`src/rtl/sram_arbiter_pkg.sv`:
```
// Shared widths, FSM encoding and command type for sram_arbiter.
package sram_arbiter_pkg;

    localparam int unsigned ADDR_W           = 16;
    localparam int unsigned DATA_W           = 16;
    localparam int unsigned STARVE_LIMIT_DEF = 4;

    typedef enum logic [1:0] {
        ST_IDLE  = 2'd0,
        ST_ISSUE = 2'd1,
        ST_WAIT  = 2'd2,
        ST_DONE  = 2'd3
    } arb_state_t;

    typedef struct packed {
        logic              rw;
        logic [ADDR_W-1:0] addr;
        logic [DATA_W-1:0] data;
    } mem_cmd_t;

endpackage

```
`src/rtl/arb_req_latch.sv`:
```
// Per-requester command register with pending flag and sticky overrun detect.
module arb_req_latch
    import sram_arbiter_pkg::*;
(
    input  logic              clk,
    input  logic              reset,
    input  logic              i_start,
    input  logic              i_rw,
    input  logic [ADDR_W-1:0] i_addr,
    input  logic [DATA_W-1:0] i_data,
    input  logic              i_grant,
    output logic              o_pending,
    output mem_cmd_t          o_cmd,
    output logic              o_overrun
);

    logic     r_pending;
    mem_cmd_t r_cmd;
    logic     r_overrun;
    logic     w_accept;

    // A grant empties the slot on the same edge, so a coinciding start is accepted.
    assign w_accept = i_start && (!r_pending || i_grant);

    always_ff @(posedge clk or posedge reset) begin
        if (reset) begin
            r_pending <= 1'b0;
            r_cmd     <= '0;
            r_overrun <= 1'b0;
        end else begin
            if (w_accept) begin
                r_pending <= 1'b1;
                r_cmd     <= {i_rw, i_addr, i_data};
            end else if (i_grant) begin
                r_pending <= 1'b0;
            end
            if (i_start && !w_accept) begin
                r_overrun <= 1'b1;
            end
        end
    end

    assign o_pending = r_pending;
    assign o_cmd     = r_cmd;
    assign o_overrun = r_overrun;

endmodule

```
`src/rtl/sram_arbiter.sv`:
```
// Two-requester SRAM command arbiter, fixed A priority.
// Optional B starvation guard enabled by defining SRAM_ARB_STARVE_GUARD_EN.
module sram_arbiter
    import sram_arbiter_pkg::*;
#(
    parameter int unsigned STARVE_LIMIT = STARVE_LIMIT_DEF
) (
    input  logic              clk,
    input  logic              reset,
    input  logic              start_a,
    input  logic              rw_a,
    input  logic [ADDR_W-1:0] addr_a,
    input  logic [DATA_W-1:0] data_a,
    output logic              ready_a,
    input  logic              start_b,
    input  logic              rw_b,
    input  logic [ADDR_W-1:0] addr_b,
    input  logic [DATA_W-1:0] data_b,
    output logic              ready_b,
    output logic [DATA_W-1:0] rdata_out,
    output logic              mem_start,
    output logic              mem_rw,
    output logic [ADDR_W-1:0] mem_addr,
    output logic [DATA_W-1:0] mem_wdata,
    input  logic [DATA_W-1:0] mem_rdata,
    input  logic              mem_ready,
    output logic [1:0]        overrun
);

    arb_state_t r_state;
    arb_state_t w_next;
    logic       w_pend_a;
    logic       w_pend_b;
    mem_cmd_t   w_cmd_a;
    mem_cmd_t   w_cmd_b;
    logic       w_ovr_a;
    logic       w_ovr_b;
    logic       w_grant_a;
    logic       w_grant_b;
    logic       w_b_first;
    logic       r_win_b;
    mem_cmd_t   r_mem_cmd;
    logic [DATA_W-1:0] r_rdata;

    arb_req_latch u_req_a (
        .clk       (clk),
        .reset     (reset),
        .i_start   (start_a),
        .i_rw      (rw_a),
        .i_addr    (addr_a),
        .i_data    (data_a),
        .i_grant   (w_grant_a),
        .o_pending (w_pend_a),
        .o_cmd     (w_cmd_a),
        .o_overrun (w_ovr_a)
    );

    arb_req_latch u_req_b (
        .clk       (clk),
        .reset     (reset),
        .i_start   (start_b),
        .i_rw      (rw_b),
        .i_addr    (addr_b),
        .i_data    (data_b),
        .i_grant   (w_grant_b),
        .o_pending (w_pend_b),
        .o_cmd     (w_cmd_b),
        .o_overrun (w_ovr_b)
    );

`ifdef SRAM_ARB_STARVE_GUARD_EN
    localparam int unsigned CNT_W = $clog2(STARVE_LIMIT + 1) + 1;
    logic [CNT_W-1:0] r_starve_cnt;

    // Counts A wins over a waiting B; once at the limit B takes the next decision.
    assign w_b_first = (r_starve_cnt >= CNT_W'(STARVE_LIMIT));

    always_ff @(posedge clk or posedge reset) begin
        if (reset) begin
            r_starve_cnt <= '0;
        end else if (w_grant_b) begin
            r_starve_cnt <= '0;
        end else if (w_grant_a && w_pend_b) begin
            r_starve_cnt <= r_starve_cnt + 1'b1;
        end
    end
`else
    assign w_b_first = 1'b0;
`endif

    always_ff @(posedge clk or posedge reset) begin
        if (reset) begin
            r_state <= ST_IDLE;
        end else begin
            r_state <= w_next;
        end
    end

    always_comb begin
        w_next    = r_state;
        w_grant_a = 1'b0;
        w_grant_b = 1'b0;
        mem_start = 1'b0;
        ready_a   = 1'b0;
        ready_b   = 1'b0;
        case (r_state)
            ST_IDLE: begin
                if (w_pend_b && (!w_pend_a || w_b_first)) begin
                    w_grant_b = 1'b1;
                    w_next    = ST_ISSUE;
                end else if (w_pend_a) begin
                    w_grant_a = 1'b1;
                    w_next    = ST_ISSUE;
                end
            end
            ST_ISSUE: begin
                mem_start = 1'b1;
                w_next    = ST_WAIT;
            end
            ST_WAIT: begin
                if (mem_ready) begin
                    w_next = ST_DONE;
                end
            end
            ST_DONE: begin
                ready_a = !r_win_b;
                ready_b = r_win_b;
                w_next  = ST_IDLE;
            end
            default: w_next = ST_IDLE;
        endcase
    end

    always_ff @(posedge clk or posedge reset) begin
        if (reset) begin
            r_win_b   <= 1'b0;
            r_mem_cmd <= '0;
            r_rdata   <= '0;
        end else begin
            if (w_grant_a || w_grant_b) begin
                r_win_b   <= w_grant_b;
                r_mem_cmd <= w_grant_b ? w_cmd_b : w_cmd_a;
            end
            if ((r_state == ST_WAIT) && mem_ready && !r_mem_cmd.rw) begin
                r_rdata <= mem_rdata;
            end
        end
    end

    assign mem_rw    = r_mem_cmd.rw;
    assign mem_addr  = r_mem_cmd.addr;
    assign mem_wdata = r_mem_cmd.data;
    assign rdata_out = r_rdata;
    assign overrun   = {w_ovr_b, w_ovr_a};

endmodule
```
`config.mk`:
```
export PLATFORM = sky130hd
export DESIGN_NAME = sram_arbiter
export DESIGN_NICKNAME = d
export VERILOG_FILES = /design/src/rtl/sram_arbiter_pkg.sv /design/src/rtl/arb_req_latch.sv /design/src/rtl/sram_arbiter.sv
export SDC_FILE = /design/constraint.sdc
export NUM_CORES = 1
export LEC_CHECK = 0
export BUFFER_PORTS_ARGS = -buffer_cell sky130_fd_sc_hd__buf_2
export CORE_ASPECT_RATIO = 1.5
export CORE_MARGIN = 2
export CORE_UTILIZATION = 30
export CTS_BUF_LIST = sky130_fd_sc_hd__clkbuf_16
export CTS_CLUSTER_SIZE = 28
export DETAILED_ROUTE_END_ITERATION = 6
export SYNTH_ARGS = -nofsm -noshare
export SYNTH_HDL_FRONTEND = slang
export SYNTH_SLANG_ARGS = --single-unit
```
`constraint.sdc`:
```
create_clock -name clk -period 5.5 [get_ports clk]
set_input_delay 1.1 -clock clk [delete_from_list [all_inputs] [get_ports clk]]
set_output_delay 1.1 -clock clk [all_outputs]
set_load 0.02 [all_outputs]
```
**Word-level counts from Yosys, hierarchy flattened**

Index checks and enable logic that the tools add are counted.

- Muxes and demuxes: 17
- Reductions and logical operators: 20
- Eq/ne operators: 5

Operators with widths:

| kind | count |
|---|---|
| 33-bit two-way mux | 1 |
| 1-bit two-way mux | 12 |
| 2-bit case mux with 4 select lines | 1 |
| 1-bit logical AND | 7 |
| 1-bit logical NOT | 6 |
| 2-bit two-way mux | 3 |
| 2-bit equality test (second input constant) | 2 |
| 2-bit nonzero test | 2 |
| 1-bit logical OR | 3 |
| 3-bit by 2-bit != test with 1-bit output (second input constant) | 1 |
| 2-bit by 1-bit equality test with 1-bit output (second input constant) | 1 |
| 2-bit logical NOT | 1 |
| 2-bit != test (second input constant) | 1 |
| 2-bit AND reduction | 1 |

- Input port bits: 87
- Flip-flop bits (word level): 122

**Logic depth before layout (Yosys ltp)**

- Depth in word-level cells: 8
- Depth in mapped cells: 7
- Mapped depth without buffers: 5

**Hierarchy**

Synthesis repeated with hierarchy kept, for this count alone.

- Cell total of the unflattened synthesis: 355
- Area total of the unflattened synthesis: 5361.4 um^2

By module, submodules not included:

| module | area an instance (um^2) | instances | sequential area each (um^2) | cells each |
|---|---|---|---|---|
| arb_req_latch | 1463.9 | 2 | 875.8 | 77 |
| sram_arbiter | 2433.6 | 1 | 1301.2 | 201 |

**Worst setup path after synthesis**

No wires, ideal clock.

- Kind: input port to flip-flop
- Start: input port mem_ready
- End: register r_rdata[0], in the netlist rdata_out[0]
- Data required time: 5375 ps
- Cell stages on the path: 3
- Buffers on the path: 1
- Arrival time: 1898 ps
- Path slack: 3477 ps
- Cell sequence: nand3b_1 -> buf_2 -> mux2_2

- Cells in the longest elaborated chain, start to end: 2

RTL lines:

| element | line | text |
|---|---|---|
| from (decl) | sram_arbiter.sv:26 | `input logic mem_ready,` |
| 1-bit logical AND (2 in a row) | sram_arbiter.sv:144 | `if ((r_state == ST_WAIT) && mem_ready && !r_mem_cmd.rw) begin` |
| to (signal assigned) | sram_arbiter.sv:145 | `r_rdata <= mem_rdata;` |
| to (decl) | sram_arbiter.sv:43 | `logic [DATA_W-1:0] r_rdata;` |

Every way passes these cells.
A chain may end at the register's enable or synchronous reset.

**Worst setup path after layout**

- Start: register r_state[0]
- End: register u_req_b.r_cmd, in the netlist u_req_b.o_cmd[18]

- Cells in the longest elaborated chain, start to end: 4

RTL lines:

| element | line | text |
|---|---|---|
| from (decl) | sram_arbiter.sv:30 | `arb_state_t r_state;` |
| from (signal assigned) | sram_arbiter.sv:95 | `r_state <= w_next;` |
| 2-bit logical NOT | sram_arbiter.sv:106 | `case (r_state)` |
| 1-bit two-way mux | sram_arbiter.sv:106 |  |
| 1-bit logical OR | arb_req_latch.sv:23 | `assign w_accept = i_start && (!r_pending \|\| i_grant);` |
| 1-bit logical AND | arb_req_latch.sv:23 |  |
| to (signal assigned) | arb_req_latch.sv:33 | `r_cmd <= {i_rw, i_addr, i_data};` |
| to (decl) | arb_req_latch.sv:18 | `mem_cmd_t r_cmd;` |

Every way passes these cells.

==> run_results.csv <==
group,metric,value,unit
detailed_routing,drc_errors,0,
sta,fin_skew,0.00899,ns
clock_tree,cts_resized,0,
clock_tree,clock_tree.buffer_depth,2,
clock_tree,clkSinkCount,122,
detailed_routing,drt_iter0_markers,128,
clock_tree,h-tree-depth,4,
power,power_density,639,nW/um2
sta,hold_viol,0,
placed_design,place.gp.congestion,0.726,
power,total_power,4.10,mW
sta,finalSetupTns,0,ns
placed_design,place_inst,716,
layout,fin_nets,621,
layout,fillers,1607,
layout,fin_util,0.394,
power,peakVddDrop,0.213,mV
sta,fmax,391,MHz
sta,holdWs,0.470,ns
layout,drive_gt1_frac,0.476,
synth,async_reset_ff_frac,1.00,
synth,synth-edff-count,0,
global_routing,grt_pass1_vias,3840,
synth,synth_cell_type_count,28,
power,leakage,3.07,nW
placed_design,hpwlAfterDp,8080,um
worst_setup_path,crit_path_start_kind,"flop",
worst_setup_path,worstSetupPathType,"reg -> reg",
global_routing,grt_max_degree,63,
synth,yosys_warnings,0,
die,rows,57,
synth,synth.net_count,486,
synth,synthesis.area,5010,um2
clock_tree,path_clk_slew,0.05,ns
worst_setup_path,critPathRequiredTime,5.78,ns
global_routing,grt_pass1_wl,19400,um
die,core_area,16300,um2
detailed_routing,antenna_left,0,
global_routing,grt_antenna_before_repair,1,
detailed_routing,drt-wirelength-per-cell,16.0,um
synth,synth.most_common_cell,"dfrtp_1",
clock_tree,cts_root_buf,"clkbuf_16",
detailed_routing,wl,12000,um
sta,min_period,2.56,ns
placed_design,io_buffer_count,140,
synth,synth_area_leaders,"dfrtp_1 61%, mux2_2 18%, nand3_1 9.7%",
synth,yosysTopAreaCell,"dfrtp_1",
sta,slew_headroom,0.209,
layout,final-instance-count-excl-fill,749,
clock_tree,cts_buffers,17,
clock_tree,postCtsSetupBuffers,0,
detailed_routing,vias,3524,
clock_tree,cts-hold-fix-buffers,0,
clock_tree,insertion_delay,0.41,ns
worst_setup_path,crit_fanout,33,
synth,synth_top_cell_area_share,0.610,
worst_setup_path,end_kind,"flop",
die,fp.dieW,109,um
synth,synth_sequential_area_ratio,0.610,
worst_hold_path,hold_path_class,"reg -> reg",
sta,worstMarginPinSlew,1.18,ns
detailed_routing,via_per_inst,4.70,
sta,period_share,0.465,
global_routing,grt.total_usage,0.144,
sta,rsz0062_at_grt,"false",
synth,ys.flop_type,"dfrtp_1",
detailed_routing,dr.pass1.iters,4,
sta,setup_viol,0,
global_routing,grt-ovfl-total,0,
die,pin_count,141,
synth,avgSynthCellArea,12.7,um2
die,die_h,162,um
synth,ys_ff_latch,122,
layout,areaGrowthSynthToFinish,28.1,%
clock_tree,cts_tree,"built",
synth,synthTopCellsByCount,"122 x dfrtp_1, 97 x nand3_1, 79 x mux2_2",
flow_run,cap_violations,0,
die,fp.dieArea,17800,um2
die,initial_core_util,0.308,
synth,synth_cells,394,
worst_setup_path,cp.arrival,2.84,ns
status,status,"finished, final reports clean",
sta,drv_slew,0,
-- sequential cells by signal (all words and copies together), names as in the netlist, 2 cells and up --
signal and cells:
r_state 2, mem_wdata 16, u_req_a.o_cmd 33, rdata_out 16, mem_addr 16, u_req_b.o_cmd 33
-- critical path, cell delays in order, from the launching register on --
cell and delay (ns):
dfrtp_1 0.41, inv_1 0.13, ha_2 0.39, nand2b_4 0.13, a21boi_4 0.91, mux2_2 0.42
-- power by group --
part           total [mW]  switching (mW)  internal, mW
Sequential           1.57           0.230          1.35
Clock                1.07           0.376         0.695
Combinational        1.45           0.830         0.623
Total                4.10            1.44          2.66
-- per-layer routing --
layer / part of all wire / track usage / up-vias
li1: - / - / 1649
met3: 0.059 / 0.0421 / 13
met1: 0.42 / 0.173 / 1753
met4: 0.019 / 0.0639 / 0
met5: 0 / 0 / -
met2: 0.51 / 0.237 / 109
-- cell families after synthesis --
logic type | count (synthesis) | synth area share
AO/OA/AOI/OAI | 10 | 0.0175
adder cells (fa/ha/maj) | 5 | 0.0125
buffers and inverters | 34 | 0.0387
flip-flops | 122 | 0.610
multiplexers | 83 | 0.187
AND/OR/NAND/NOR | 140 | 0.135
-- metrics by stage --
| stage | instance area [um2] | setup WS (ns) |
|---|---|---|
| after global placement | 5840 | 2.83 |
| final | 6410 | 2.94 |
| after detailed placement | 5840 | 2.76 |
| after floorplan | 5010 | 1.16 |
| after CTS | 6410 | 2.92 |
| after global routing | 6410 | 2.77 |
-- area by class of cell --
| cell class | count | area, um2 | share of cell area |
|---|---|---|---|
| diodes | 1 | 2.50 | 0.000390 |
| clock buffers | 17 | 425 | 0.0663 |
| clock inverters | 15 | 141 | 0.0220 |
| inverters | 5 | 21.3 | 0.00332 |
| multi-input cells | 238 | 1770 | 0.276 |
| flip-flops and latches | 122 | 3050 | 0.476 |
| well taps | 206 | 258 | 0.0402 |
| repair buffers | 145 | 738 | 0.115 |
-- cell usage in the layout, fill, tap and decap left out, types with 2 or more instances in the layout --
| cell type | synthesis | routed |
|---|---|---|
| buf_2 | 8 | 140 |
| dfrtp_1 | 122 | 122 |
| nand3_1 | 97 | 97 |
| mux2_2 | 79 | 79 |
| nand2_1 | 35 | 35 |
| clkbuf_16 | 0 | 17 |
| inv_1 | 5 | 7 |
| clkinv_2 | 0 | 5 |
| buf_4 | 3 | 5 |
| mux2_1 | 4 | 4 |
| ha_1 | 5 | 4 |
| clkinv_1 | 0 | 4 |
| bufinv_16 | 0 | 3 |
| a21oi_1 | 2 | 2 |
-- path summary, 6_finish.rpt --
| kind | depth (start not counted) | to | slack, ns | from |
|---|---|---|---|---|
| max | 5 | u_req_b.o_cmd[18] | 2.94 | r_state[0] |
| min | 1 | u_req_b.o_overrun | 0.47 | u_req_b.o_overrun |
| max reg2reg | 5 | u_req_b.o_cmd[18] | 2.94 | r_state[0] |
| min reg2reg | 1 | u_req_b.o_overrun | 0.47 | u_req_b.o_overrun |
| max in group asynchronous | 3 | mem_wdata[13] | 3.93 | reset |
| min in group asynchronous | 2 | rdata_out[15] | 0.57 | reset |
No activity file was read; power rests on OpenSTA's default activity.
